[src/rtl/uartio_fifo.sv]
// UART with TX/RX FIFOs on the 3-bit CPU bus; DO registered one clock after a read access.
// No bus backpressure: TX writes into a full FIFO are dropped (TOV), RX frames into a full FIFO are dropped (ROE).
module uartio_fifo #(
  parameter int          DATA_BITS       = 8,
  parameter int          FIFO_DEPTH      = 16,
  parameter logic [15:0] PRESCALER_RESET = 16'd0
) (
  input  logic       clk,
  input  logic       rst,
  input  logic [2:0] AD,
  input  logic [7:0] DI,
  output logic [7:0] DO,
  input  logic       rw,
  input  logic       cs,
  output logic       irq,
  input  logic       rxd,
  output logic       txd
);

  localparam int         CW       = $clog2(FIFO_DEPTH) + 1;
  localparam logic [2:0] LAST_BIT = 3'(DATA_BITS - 1);

  typedef enum logic [1:0] {S_IDLE, S_START, S_DATA, S_STOP} uart_state_t;

  logic                 rd, wr;
  logic                 tie, rie, loop, rfe, roe, tov;
  logic [15:0]          prescaler, baud_cnt;
  logic [7:0]           thr, thr_eff, rx_cnt8, rd_dat;
  logic [6:0]           tx_cnt7;
  logic                 tick, riq, tiq, tov_set;
  logic                 rx_s1, rx_s2, rx_in;

  logic                 rx_push, rx_pop, rx_flush, rx_empty, rx_full, rx_ferr, rx_ovf, rx_last;
  logic [DATA_BITS-1:0] rx_head, rx_sh;
  logic [CW-1:0]        rx_count;
  logic [3:0]           rx_tcnt;
  logic [2:0]           rx_bcnt;
  uart_state_t          rx_state, rx_next;

  logic                 tx_push, tx_pop, tx_flush, tx_empty, tx_full, tx_avail, tx_last, tx_line;
  logic [DATA_BITS-1:0] tx_head, tx_sh;
  logic [CW-1:0]        tx_count;
  logic [3:0]           tx_tcnt;
  logic [2:0]           tx_bcnt;
  uart_state_t          tx_state, tx_next;

  assign rd       = cs & rw;
  assign wr       = cs & ~rw;
  assign rx_pop   = rd & (AD == 3'd0) & ~rx_empty;
  assign tx_push  = wr & (AD == 3'd0);
  assign rx_flush = wr & (AD == 3'd7) & DI[0];
  assign tx_flush = wr & (AD == 3'd7) & DI[1];

  uartio_fifo_buf #(.W(DATA_BITS), .DEPTH(FIFO_DEPTH)) u_rx_fifo (
    .clk(clk), .rst(rst), .flush(rx_flush), .push(rx_push), .pop(rx_pop),
    .wdat(rx_sh), .rdat(rx_head), .count(rx_count), .empty(rx_empty), .full(rx_full)
  );

  uartio_fifo_buf #(.W(DATA_BITS), .DEPTH(FIFO_DEPTH)) u_tx_fifo (
    .clk(clk), .rst(rst), .flush(tx_flush), .push(tx_push), .pop(tx_pop),
    .wdat(DI[DATA_BITS-1:0]), .rdat(tx_head), .count(tx_count), .empty(tx_empty), .full(tx_full)
  );

  // Baud tick every prescaler+1 clocks; a new prescaler is picked up at the next reload.
  assign tick = (baud_cnt == 16'd0);
  always_ff @(posedge clk) begin
    if (rst)       baud_cnt <= PRESCALER_RESET;
    else if (tick) baud_cnt <= prescaler;
    else           baud_cnt <= baud_cnt - 16'd1;
  end

  always_ff @(posedge clk) begin
    if (rst) begin
      rx_s1 <= 1'b1;
      rx_s2 <= 1'b1;
    end else begin
      rx_s1 <= rxd;
      rx_s2 <= rx_s1;
    end
  end

  assign rx_in = loop ? tx_line : rx_s2;
  assign txd   = loop ? 1'b1 : tx_line;

  // ---------------- transmitter ----------------
  assign tx_last  = tick & (tx_tcnt == 4'd15);
  assign tx_avail = ~tx_empty & ~tx_flush;

  always_ff @(posedge clk) begin
    if (rst) tx_state <= S_IDLE;
    else     tx_state <= tx_next;
  end

  always_comb begin
    tx_next = tx_state;
    case (tx_state)
      S_IDLE:  if (tx_avail) tx_next = S_START;
      S_START: if (tx_last) tx_next = S_DATA;
      S_DATA:  if (tx_last && tx_bcnt == LAST_BIT) tx_next = S_STOP;
      S_STOP:  if (tx_last) tx_next = tx_avail ? S_START : S_IDLE;
      default: tx_next = S_IDLE;
    endcase
  end

  // Popping at the end of the stop bit chains frames with no idle gap.
  always_comb begin
    tx_pop  = 1'b0;
    tx_line = 1'b1;
    case (tx_state)
      S_IDLE:  tx_pop  = tx_avail;
      S_START: tx_line = 1'b0;
      S_DATA:  tx_line = tx_sh[0];
      S_STOP:  tx_pop  = tx_last & tx_avail;
      default: tx_line = 1'b1;
    endcase
  end

  always_ff @(posedge clk) begin
    if (rst) begin
      tx_tcnt <= 4'd0;
      tx_bcnt <= 3'd0;
      tx_sh   <= '0;
    end else if (tx_pop) begin
      tx_sh   <= tx_head;
      tx_tcnt <= 4'd0;
      tx_bcnt <= 3'd0;
    end else if (tick && tx_state != S_IDLE) begin
      tx_tcnt <= tx_tcnt + 4'd1;
      if (tx_state == S_DATA && tx_tcnt == 4'd15) begin
        tx_sh   <= tx_sh >> 1;
        tx_bcnt <= tx_bcnt + 3'd1;
      end
    end
  end

  // ---------------- receiver ----------------
  assign rx_last = tick & (rx_tcnt == 4'd15);
  assign rx_ovf  = rx_push & rx_full & ~rx_pop;

  always_ff @(posedge clk) begin
    if (rst) rx_state <= S_IDLE;
    else     rx_state <= rx_next;
  end

  always_comb begin
    rx_next = rx_state;
    case (rx_state)
      S_IDLE:  if (tick && !rx_in) rx_next = S_START;
      S_START: if (tick && rx_tcnt == 4'd7) rx_next = rx_in ? S_IDLE : S_DATA;
      S_DATA:  if (rx_last && rx_bcnt == LAST_BIT) rx_next = S_STOP;
      S_STOP:  if (rx_last) rx_next = S_IDLE;
      default: rx_next = S_IDLE;
    endcase
  end

  always_comb begin
    rx_push = 1'b0;
    rx_ferr = 1'b0;
    case (rx_state)
      S_STOP: begin
        rx_push = rx_last & rx_in;
        rx_ferr = rx_last & ~rx_in;
      end
      default: rx_push = 1'b0;
    endcase
  end

  // The start-bit re-sample at tick 8 puts every later sample mid-bit.
  always_ff @(posedge clk) begin
    if (rst) begin
      rx_tcnt <= 4'd0;
      rx_bcnt <= 3'd0;
      rx_sh   <= '0;
    end else begin
      case (rx_state)
        S_IDLE: begin
          rx_tcnt <= 4'd0;
          rx_bcnt <= 3'd0;
        end
        S_START: if (tick) rx_tcnt <= (rx_tcnt == 4'd7) ? 4'd0 : rx_tcnt + 4'd1;
        S_DATA: if (tick) begin
          rx_tcnt <= rx_tcnt + 4'd1;
          if (rx_tcnt == 4'd15) begin
            rx_sh   <= {rx_in, rx_sh[DATA_BITS-1:1]};
            rx_bcnt <= rx_bcnt + 3'd1;
          end
        end
        S_STOP: if (tick) rx_tcnt <= rx_tcnt + 4'd1;
        default: rx_tcnt <= 4'd0;
      endcase
    end
  end

  // ---------------- registers ----------------
  assign thr_eff = (thr == 8'd0) ? 8'd1 : thr;
  assign rx_cnt8 = 8'(rx_count);
  assign tx_cnt7 = 7'(tx_count);
  assign riq     = rie & (rx_cnt8 >= thr_eff);
  assign tiq     = tie & tx_empty & (tx_state == S_IDLE);
  assign tov_set = tx_push & tx_full & ~tx_pop;

  always_comb begin
    rd_dat = 8'd0;
    case (AD)
      3'd0: if (!rx_empty) rd_dat = 8'(rx_head);
      3'd1: rd_dat = {tiq, riq, tie, rie, ~tx_full, rfe, roe, ~rx_empty};
      3'd2: rd_dat = prescaler[15:8];
      3'd3: rd_dat = prescaler[7:0];
      3'd4: rd_dat = rx_cnt8;
      3'd5: rd_dat = {tov, tx_cnt7};
      3'd6: rd_dat = thr;
      3'd7: rd_dat = {5'd0, loop, 2'd0};
      default: rd_dat = 8'd0;
    endcase
  end

  always_ff @(posedge clk) begin
    if (rst) begin
      tie       <= 1'b0;
      rie       <= 1'b0;
      loop      <= 1'b0;
      rfe       <= 1'b0;
      roe       <= 1'b0;
      tov       <= 1'b0;
      thr       <= 8'd1;
      prescaler <= PRESCALER_RESET;
      DO        <= 8'd0;
      irq       <= 1'b0;
    end else begin
      irq <= tiq | riq;
      if (rd) DO <= rd_dat;
      if (wr) begin
        case (AD)
          3'd1: begin
            tie <= DI[5];
            rie <= DI[4];
            if (DI[3]) tov <= 1'b0;
          end
          3'd2: prescaler[15:8] <= DI;
          3'd3: prescaler[7:0]  <= DI;
          3'd6: thr             <= DI;
          3'd7: loop            <= DI[2];
          default: ;
        endcase
      end
      if (rd && AD == 3'd1) begin
        rfe <= 1'b0;
        roe <= 1'b0;
      end
      // A new error landing on the clearing read stays visible for the next read.
      if (rx_ferr) rfe <= 1'b1;
      if (rx_ovf)  roe <= 1'b1;
      if (tov_set) tov <= 1'b1;
    end
  end

endmodule

// Synchronous FIFO: head visible combinationally; push+pop together always honoured, flush dominates.
module uartio_fifo_buf #(
  parameter int W     = 8,
  parameter int DEPTH = 16
) (
  input  logic                   clk,
  input  logic                   rst,
  input  logic                   flush,
  input  logic                   push,
  input  logic                   pop,
  input  logic [W-1:0]           wdat,
  output logic [W-1:0]           rdat,
  output logic [$clog2(DEPTH):0] count,
  output logic                   empty,
  output logic                   full
);

  localparam int           AW       = $clog2(DEPTH);
  localparam logic [AW:0]  FULL_CNT = (AW + 1)'(DEPTH);

  logic [W-1:0]  mem [DEPTH];
  logic [AW-1:0] wptr, rptr;
  logic          pass, do_pop, do_push;

  assign empty   = (count == '0);
  assign full    = (count == FULL_CNT);
  // On an empty FIFO a simultaneous push and pop hands the word straight through.
  assign pass    = empty & push & pop;
  assign do_pop  = pop & ~empty;
  assign do_push = push & ~pass & (~full | do_pop);
  assign rdat    = empty ? wdat : mem[rptr];

  always_ff @(posedge clk) begin
    if (do_push && !flush) mem[wptr] <= wdat;
  end

  always_ff @(posedge clk) begin
    if (rst || flush) begin
      wptr  <= '0;
      rptr  <= '0;
      count <= '0;
    end else begin
      if (do_push) wptr <= wptr + 1'b1;
      if (do_pop)  rptr <= rptr + 1'b1;
      case ({do_push, do_pop})
        2'b10:   count <= count + 1'b1;
        2'b01:   count <= count - 1'b1;
        default: count <= count;
      endcase
    end
  end

endmodule
[config.mk]
export PLATFORM = sky130hd
export DESIGN_NAME = uartio_fifo
export DESIGN_NICKNAME = d
export VERILOG_FILES = /design/src/rtl/uartio_fifo.sv
export SDC_FILE = /design/constraint.sdc
export NUM_CORES = 1
export LEC_CHECK = 0
export BUFFER_PORTS_ARGS = -buffer_cell sky130_fd_sc_hd__clkbuf_2
export CAP_MARGIN = 40
export CORE_MARGIN = 2
export CORE_UTILIZATION = 60
export CTS_CLUSTER_DIAMETER = 200
export DETAILED_ROUTE_END_ITERATION = 12
export GPL_TIMING_DRIVEN = 0
export PLACE_DENSITY_LB_ADDON = 0.05
export SYNTH_ARGS = -nofsm -noshare
export SYNTH_HDL_FRONTEND = slang
export SYNTH_SLANG_ARGS = --single-unit
[constraint.sdc]
create_clock -name clk -period 6.3 [get_ports clk]
set_clock_uncertainty 0.05 [all_clocks]
set_input_delay 0.945 -clock clk [delete_from_list [all_inputs] [get_ports clk]]
set_output_delay 0.945 -clock clk [all_outputs]
set_load 0.01 [all_outputs]
==> results of run 1 <==
-- report_power, final --
| group | switching, mW | internal [mW] | leakage [nW] |
|---|---|---|---|
| Sequential | 0.0739 | 2.73 | 3.35 |
| Clock | 0.933 | 1.53 | 0.671 |
| Combinational | 0.713 | 0.458 | 2.21 |
-- per-stage QoR --
stage | cells | setup WS (ns) | hold WS, ns
2_1_floorplan | 1189 | 2.56 | 0.339
3_3_place_gp | 1553 | 2.12 | 0.351
3_5_place_dp | 1558 | 2.08 | 0.352
4_1_cts | 1629 | 2.56 | 0.378
5_1_grt | 1629 | 2.34 | 0.383
6_report | 1629 | 2.57 | 0.376
-- sequential cells by signal (all words and copies together), names as in the netlist, 2 cells and up, named ones only --
| signal | cells |
|---|---|
| u_tx_fifo.rptr | 4 |
| u_tx_fifo.wptr | 4 |
| rx_bcnt | 3 |
| u_rx_fifo.count | 5 |
| u_rx_fifo.mem | 128 |
| DO | 8 |
| u_tx_fifo.count | 5 |
| tx_tcnt | 4 |
| tx_state | 2 |
| thr | 8 |
| u_tx_fifo.mem | 128 |
| u_rx_fifo.rptr | 4 |
| tx_bcnt | 3 |
| rx_tcnt | 4 |
| baud_cnt | 16 |
| u_rx_fifo.wptr | 4 |
| prescaler | 16 |
| tx_sh | 8 |
| rx_sh | 8 |
-- metal layers --
metal,global-route usage,vias to the layer above
met5,0,-
met1,0.353,4871
li1,-,4620
met4,0.0873,0
met3,0.0501,74
met2,0.422,303
-- worst max-delay path, delay by kind of cell --
kind	cells	cell delay [ns]
adders and majority gates	2	0.62
AOI/OAI and AO/OA	1	0.12
and+or+nand+nor	8	1.68
xor gates and xnor gates	1	0.15
buffers and inverters	4	0.57
-- logic make-up after synthesis --
family / count (synthesis)
adders and majority gates: 36
buffers and inverters: 90
muxes: 135
xor gates and xnor gates: 31
AOI/OAI and AO/OA: 173
and+or+nand+nor: 343
DFF: 381
-- placed cells by master, fill, tap and decap left out, types with 34 or more instances in the layout --
cell,n
sky130_fd_sc_hd__nand2_1,46
sky130_fd_sc_hd__clkbuf_1,45
sky130_fd_sc_hd__clkbuf_16,41
sky130_fd_sc_hd__mux2i_1,78
sky130_fd_sc_hd__edfxtp_1,256
sky130_fd_sc_hd__ha_1,34
sky130_fd_sc_hd__a21oi_1,55
sky130_fd_sc_hd__nor2_1,161
sky130_fd_sc_hd__dfxtp_1,125
sky130_fd_sc_hd__mux4_2,53
-- cell type report --
type	count	area [µm²]	area share
clock buffer	55	1120	0.0616
multi-input combinational	718	5590	0.308
inverter	29	109	0.00600
clock inverter	16	264	0.0145
timing repair buffer	28	148	0.00814
buffer	61	305	0.0168
tap	341	427	0.0235
sequential	381	10200	0.562
-- worst min path at each step --
stage | startpoint | end | slack (ns) | cells after the start
6_report | rx_s1$_SDFF_PP1_ | rx_s2$_SDFF_PP1_ | 0.38 | 1
3_5_place_dp | rx_s1$_SDFF_PP1_ | rx_s2$_SDFF_PP1_ | 0.35 | 1
5_1_grt | rx_s1$_SDFF_PP1_ | rx_s2$_SDFF_PP1_ | 0.38 | 1
3_3_place_gp | rx_s1$_SDFF_PP1_ | rx_s2$_SDFF_PP1_ | 0.35 | 1
2_1_floorplan | rx_s1$_SDFF_PP1_ | rx_s2$_SDFF_PP1_ | 0.34 | 1
4_1_cts | rx_s1$_SDFF_PP1_ | rx_s2$_SDFF_PP1_ | 0.38 | 1
==> results.md, run 1 <==
Global routing:
- The number of antenna violations at the first check in global routing is 0.
- The total global routing overflow is 0.
- Entering global routing, the biggest net connects 22 pins.
- The wire length of the first global-routing pass is 55300 µm.
- For this run, the total global-route usage over all layers was measured as 0.259.
- The number of global-route vias before repair is 9612.

Setup path:
- The arrival time at the worst endpoint is 4.09 ns.
- The largest single stage delay on the critical path is 0.56 ns.
- Traced cell by cell, the critical path runs through buf_2, or3_1, nor2_1, or3b_2, and2_1, buf_2, inv_1, ha_1, inv_1, fa_1, nor2b_1, o21ai_0, and3_1, nor3_1, xnor2_1, nor2_1.
- The critical path's slowest cell is sky130_fd_sc_hd__or3b_2.
- The depth of the worst register-to-register path is 16.
- At the worst endpoint, the required time is 6.66 ns.
- STA classifies the critical path endpoint as a flip-flop.
- The launch point of the worst reg-to-reg path is baud_cnt[0]$_SDFF_PP0_.
- In this run the worst setup path begins at AD[1].
- The reg-to-reg setup timing slack is 2.58 ns.
- The timing endpoint of the critical path is u_rx_fifo.count[4]$_SDFFE_PP0P_.
- The end of the worst register-to-register path is u_rx_fifo.count[4]$_SDFFE_PP0P_.
- The critical path in this run is classified as input port to flip-flop.
- In this run the worst path has a maximum fanout of 10.
- The nature of the critical path startpoint is an input port.

Power:
- The largest vdd supply drop is 0.262 mV.
- After layout, the design draws a total of 6.44 mW.
- The static leakage is 6.23 nW.
- In this run the power density over the cells is 355 nW/µm².

STA:
- The worst-margin pin slew is 0.856 ns.
- Setup violations remaining at the end of the flow were counted as 0.
- The total negative setup slack is 0 ns.
- Setup repair after global routing left no endpoint under its margin.
- The share of the cycle needed by the critical path after routing is 0.592.
- Derived from the worst setup path, the maximum achievable clock frequency is 268 MHz.
- The count of endpoints failing hold in the final timing report is 0.
- Measured against its own limit, the worst slew margin works out to 0.428.
- The number of pins with negative max-slew slack in the final report was 0.
- The final critical-path required period is 3.73 ns.

Synthesis:
- Synthesis inferred 381 register bits.
- Yosys mapped a number of flops with a built-in enable equal to 256.
- Of the total synthesized cell area, the portion taken by full adders, half adders and majority gates is 0.0288.
- sky130_fd_sc_hd__edfxtp_1 takes more of the synthesized area than any other cell.
- The mean cell area of the mapped netlist is 13.6 µm².
- The synthesized net count is 1241.
- The dominant combinational cell family by area after synthesis is multiplexers.
- The number of warnings issued by yosys is 0.
- Of the total synthesized cell area, the portion taken by XOR and XNOR cells is 0.0168.
- The share of synthesized area in the top cell type comes to 0.475.
- The most used flip-flop cell after synthesis is sky130_fd_sc_hd__edfxtp_1.
- The synthesized cell area is 16200 µm².
- The portion of the post-synthesis area used by sequential elements is 0.629.
- The fraction of the mapped netlist area in compound gates is 0.0719.
- After synthesis, the share of flip-flops with an asynchronous set or reset is 0.
- The post-synthesis instance total is 1189.
- The most repeated cell in the gate-level netlist after synthesis is sky130_fd_sc_hd__edfxtp_1.
- The simple-gate share of the synthesized area is 0.103.
- The count of unique library cells instantiated by Yosys is 73.
- After synthesis, the most frequently instantiated cells are sky130_fd_sc_hd__edfxtp_1, sky130_fd_sc_hd__nor2_1, sky130_fd_sc_hd__dfxtp_1.
- Yosys attributes the largest share of cell area to sky130_fd_sc_hd__edfxtp_1, sky130_fd_sc_hd__dfxtp_1, sky130_fd_sc_hd__mux4_2.
- The multiplexer area fraction after synthesis is 0.125.

CTS:
- After clock tree synthesis, the clock-pin slew on the worst setup and hold paths is 0.06 ns.
- CTS placed an instance of sky130_fd_sc_hd__clkbuf_16 at the clock tree root.
- The number of clock buffers inserted by TritonCTS is 39.
- The sink count of the clock tree is 381.
- The clock passes through at most 3 buffers.
- The number of hold buffers added after CTS was 0.
- For the worst-skew pair, the clock arrives at the later sink with an insertion delay of 0.53 ns.
- The count of cells resized by post-cts repair is 0.
- After clock tree synthesis, the setup repair step added 0 buffers.
- In this run the number of H-tree levels came out at 2.
- The clock tree from TritonCTS is built.

Route:
- The post-detailed-route wirelength per cell is 22.2 µm.
- The starting DRC count in detailed routing is 916.
- Once detail routing completed, the nets flagged for antenna violations numbered 0.
- For this block, wires on met1 add up to 15500 µm.
- Wires add up to 36100 µm.
- The uppermost signal routing layer after detailed routing is met4.
- For this run, design rule violations remaining after detail routing come to 0.
- The via count of the routed design is 9868.
- The number of detailed-routing iterations run before antenna repair is 5.
- The met3 wire length is 2340 µm.
- Wire segments on met2 add up to 17300 µm in the final route.
- In the routed layout, each cell is associated on average with a via count of 6.06.

Die:
- The floorplan has 60 rows.
- The floorplan die width is 168 µm.
- The die covers 28300 µm².
- The die is 168 µm tall.
- The initial cell density of the core is 0.606.
- In this run the standard cell core region covers 26700 µm².
- 26 I/O pins were placed.

Placed design:
- Detailed placement ended at an HPWL of 24400 µm.
- The number of buffers inserted by port buffering is 23.
- The congestion estimate from routability-driven global placement came to 0.935.
- The post-place instance area is 16800 µm².

Min path:
- The worst min-delay path class is flip-flop to flip-flop.

Run status:
- The run finished with clean final reports.

Cells and area:
- At the end of the flow, the number of nets in the layout was 1310.
- The antenna diode count is 0.
- The area of all placed cells without fillers is 18100 µm².
- The final core utilization is 0.679.
- The area growth from synthesis to layout is 12.1%.
- The fraction of final layout cells sized beyond drive strength 1 is 0.145.
- After filler insertion, the fill cell instance count of the layout stands at 1934.

Job:
- Max-cap violations in this run came to 0.
Power figures use the tool's default switching activity.
==> run 2: changes to the inputs <==
clock period = 3.7 ns   (was 6.3 ns; I/O delays follow)
==> run 2 against run 1 <==
Compared with the run above:
- flip-flop and latch count did not move
- worst setup slack got worse by 2.4 ns
- sequential power rose by 70%
- sequential share of layout area is 0.11 points lower
- cell count did not move
- total power grew 71%
- count of clock-buffer cells in the layout stayed put
- largest cell class unchanged
- highest routed layer unchanged
==> results.md, run 2 (synthesis results as in run 1) <==
Run status:
- The flow ran to the end, and the final reports show no timing, DRC or antenna violations.

CTS:
- CTS built an H-tree with a depth of 2.
- The clock tree from TritonCTS is built.
- The sink count of the clock tree is 381.
- After clock tree synthesis, the flow added hold-fix buffers numbering 0.
- The clock transition at the registers of the reported paths is 0.06 ns.
- The clock reaches the later pin of the worst-skew pair after 0.53 ns.
- The number of clock buffers inserted by TritonCTS is 39.
- The number of buffers between clock root and the deepest sink is 3.
- Clock tree synthesis selected as its root buffer the cell sky130_fd_sc_hd__clkbuf_16.

Global routing:
- The number of global-route vias before repair is 9612.
- The first global-routing pass estimated 55400 µm of wire.
- Entering global routing, the biggest net connects 22 pins.
- For this run the aggregate overflow at the end of global routing stands at 0.
- The number of antenna violations at the first check in global routing is 0.
- Across every metal layer, demand over resource in global routing totals 0.259.

Power:
- Power spread over the standard cell area amounts to 605 nW/µm².
- The static leakage is 6.24 nW.
- The completed layout was analyzed and its total power is 11.0 mW.
- VDD sags by at most 0.447 mV.

Placed design:
- The wire-length estimate of the detail-placed layout is 24400 µm.
- Including well taps, the total number of placed cells is 1558.
- At the end of routability-driven placement, the weighted congestion stood at 0.935.
- The number of buffers inserted by port buffering is 23.
- The worst-case setup slack after placement is -0.128 ns.

Die:
- The initial cell density of the core is 0.606.
- During I/O placement, the number of pins put on the boundary was 26.
- Row generation in the floorplan step produced 60 rows.
- Measured along the y axis, the die boundary spans 168 µm.
- From left edge to right edge, the die measures 168 µm.
- The floorplan step defined a die boundary enclosing 28300 µm².
- The core outline area is 26700 µm².

Setup path:
- The endpoint identified for the worst register-to-register timing path is u_rx_fifo.count[4]$_SDFFE_PP0P_.
- Data on the critical path arrives at its endpoint at 3.87 ns.
- The type of the worst setup path is flip-flop to flip-flop.
- STA puts the critical path data required time at 4.06 ns.
- The worst setup path is captured at a flip-flop.
- For the worst flop-to-flop path, the logic depth is 14.
- In this run the critical register-to-register path is launched from u_rx_fifo.count[0]$_SDFFE_PP0P_.
- For flop-to-flop paths, the worst setup slack is 0.19 ns.
- STA classifies the critical path startpoint as a flip-flop.
- The maximum net fanout on the critical path is 9.

Route:
- The post-detailed-route wirelength per cell is 22.3 µm.
- The final routed wirelength across all metal layers is 36300 µm.
- The via count of the routed design is 9867.
- The number of remaining DRC errors is 0.
- After the first detailed-routing iteration, the DRC count stood at 872.
- The number of detailed-routing iterations run before antenna repair is 5.
- The count of nets left with antenna violations once routing finished came out at 0.
- The mean number of vias per cell is 6.06.

Cells and area:
- The synthesis-to-finish area growth is 12.3%.
- The largest registers in the layout are u_rx_fifo.mem x128, u_tx_fifo.mem x128.
- The library cell used most frequently in the layout, excluding fill and tap cells, is sky130_fd_sc_hd__edfxtp_1.
- The top cell types in the final layout, fill and taps aside, are sky130_fd_sc_hd__edfxtp_1, sky130_fd_sc_hd__nor2_1, sky130_fd_sc_hd__dfxtp_1, sky130_fd_sc_hd__mux2i_1, sky130_fd_sc_hd__a21oi_1.
- The repair_antennas step left the layout with diodes totalling 0.
- Once layout is complete, the cells apart from fillers number 1629.
- In the final layout, the share of cells above drive strength 1 is 0.151.
- After the last flow step, the layout net total stands at 1310.
- The final core utilization is 0.680.

STA:
- Subtracting the final worst setup slack from the clock period gives 3.51 ns.
- The tightest hold path in the finished design has a slack of 0.172 ns.
- The count of endpoints failing hold in the final timing report is 0.
- Across all setup checks in the final design, the least slack found is 0.189 ns.
- The worst pin sits at a relative slew slack of 0.443.
- The fmax is 285 MHz.
- The share of the cycle needed by the critical path after routing is 0.949.
- The count of final setup violators is 0.
- Setup repair after global routing left no endpoint under its margin.
- The worst-margin pin slew is 0.829 ns.
- The number of pins with negative max-slew slack in the final report came to 0.

Min path:
- The startpoint of the worst hold path is rxd.
- The hold-critical path depth is 2.
- The worst min-delay path class is input port to flip-flop.
- The hold path endpoint is rx_s1$_SDFF_PP1_.

Job:
- Max-cap violations in this run came to 0.
-- run 2: worst max-delay path by stage --
| stage | startpoint | to | slack (ns) | cells after the start |
|---|---|---|---|---|
| 3_5_place_dp | AD[1] | u_rx_fifo.count[4]$_SDFFE_PP0P_ | -0.13 | 16 |
| 2_1_floorplan | AD[1] | u_rx_fifo.count[4]$_SDFFE_PP0P_ | 0.35 | 16 |
| 6_report | u_rx_fifo.count[0]$_SDFFE_PP0P_ | u_rx_fifo.count[4]$_SDFFE_PP0P_ | 0.19 | 14 |
| 4_1_cts | u_rx_fifo.count[0]$_SDFFE_PP0P_ | u_rx_fifo.count[4]$_SDFFE_PP0P_ | 0.01 | 14 |
| 5_1_grt | u_rx_fifo.count[0]$_SDFFE_PP0P_ | u_rx_fifo.count[4]$_SDFFE_PP0P_ | 0.003 | 14 |
| 3_3_place_gp | tx_state[0]$_SDFFE_PP0P_ | u_rx_fifo.count[4]$_SDFFE_PP0P_ | -0.14 | 17 |
-- run 2: what timing repair did --
item	in CTS	in global routing
pin swaps	1	2
setup buffers	0	1
resized for setup	0	10
setup endpoints to repair	1	2
-- run 2: cell type report --
class / count / area, µm²
Buffer: 60 / 304
Clock buffer: 55 / 1120
Clock inverter: 16 / 264
Fill cell: 1928 / 8540
Inverter: 29 / 109
Multi-Input combinational cell: 718 / 5610
Sequential cell: 381 / 10200
Tap cell: 341 / 427
Timing Repair Buffer: 29 / 155
-- run 2: report_power, final --
group	switching, mW	total, mW	leakage (nW)	internal (mW)
Clock	1.59	4.20	0.671	2.61
Combinational	1.22	2.01	2.22	0.790
Sequential	0.132	4.79	3.35	4.66
-- run 2: worst max-delay path, stage by stage (launching register included) --
cell	delay [ns]
sky130_fd_sc_hd__dfxtp_1	0.35
sky130_fd_sc_hd__or4_4	0.58
sky130_fd_sc_hd__or3b_4	0.44
sky130_fd_sc_hd__and2_1	0.15
sky130_fd_sc_hd__clkbuf_4	0.17
sky130_fd_sc_hd__inv_1	0.07
sky130_fd_sc_hd__ha_1	0.22
sky130_fd_sc_hd__inv_1	0.10
sky130_fd_sc_hd__fa_1	0.40
sky130_fd_sc_hd__nor2b_1	0.16
sky130_fd_sc_hd__o21ai_0	0.12
sky130_fd_sc_hd__and3_1	0.20
sky130_fd_sc_hd__nor3_1	0.17
sky130_fd_sc_hd__xnor2_1	0.15
sky130_fd_sc_hd__nor2_1	0.06
-- run 2: stage by stage --
stage | setup TNS, ns | area [µm²]
CTS | 0 | 18100
global route | 0 | 18200
global placement | -0.140 | 16700
detailed placement | -0.160 | 16800
floorplan | 0 | 16200
finish | 0 | 18200
-- run 2: per-layer routing --
layer	vias up	wire (µm)	share of wire	global-route usage
li1	4620	-	-	-
met1	4882	15600	0.43	0.353
met2	297	17400	0.48	0.422
met3	68	2370	0.065	0.0501
met4	0	1020	0.028	0.0873
met5	-	0	0	0
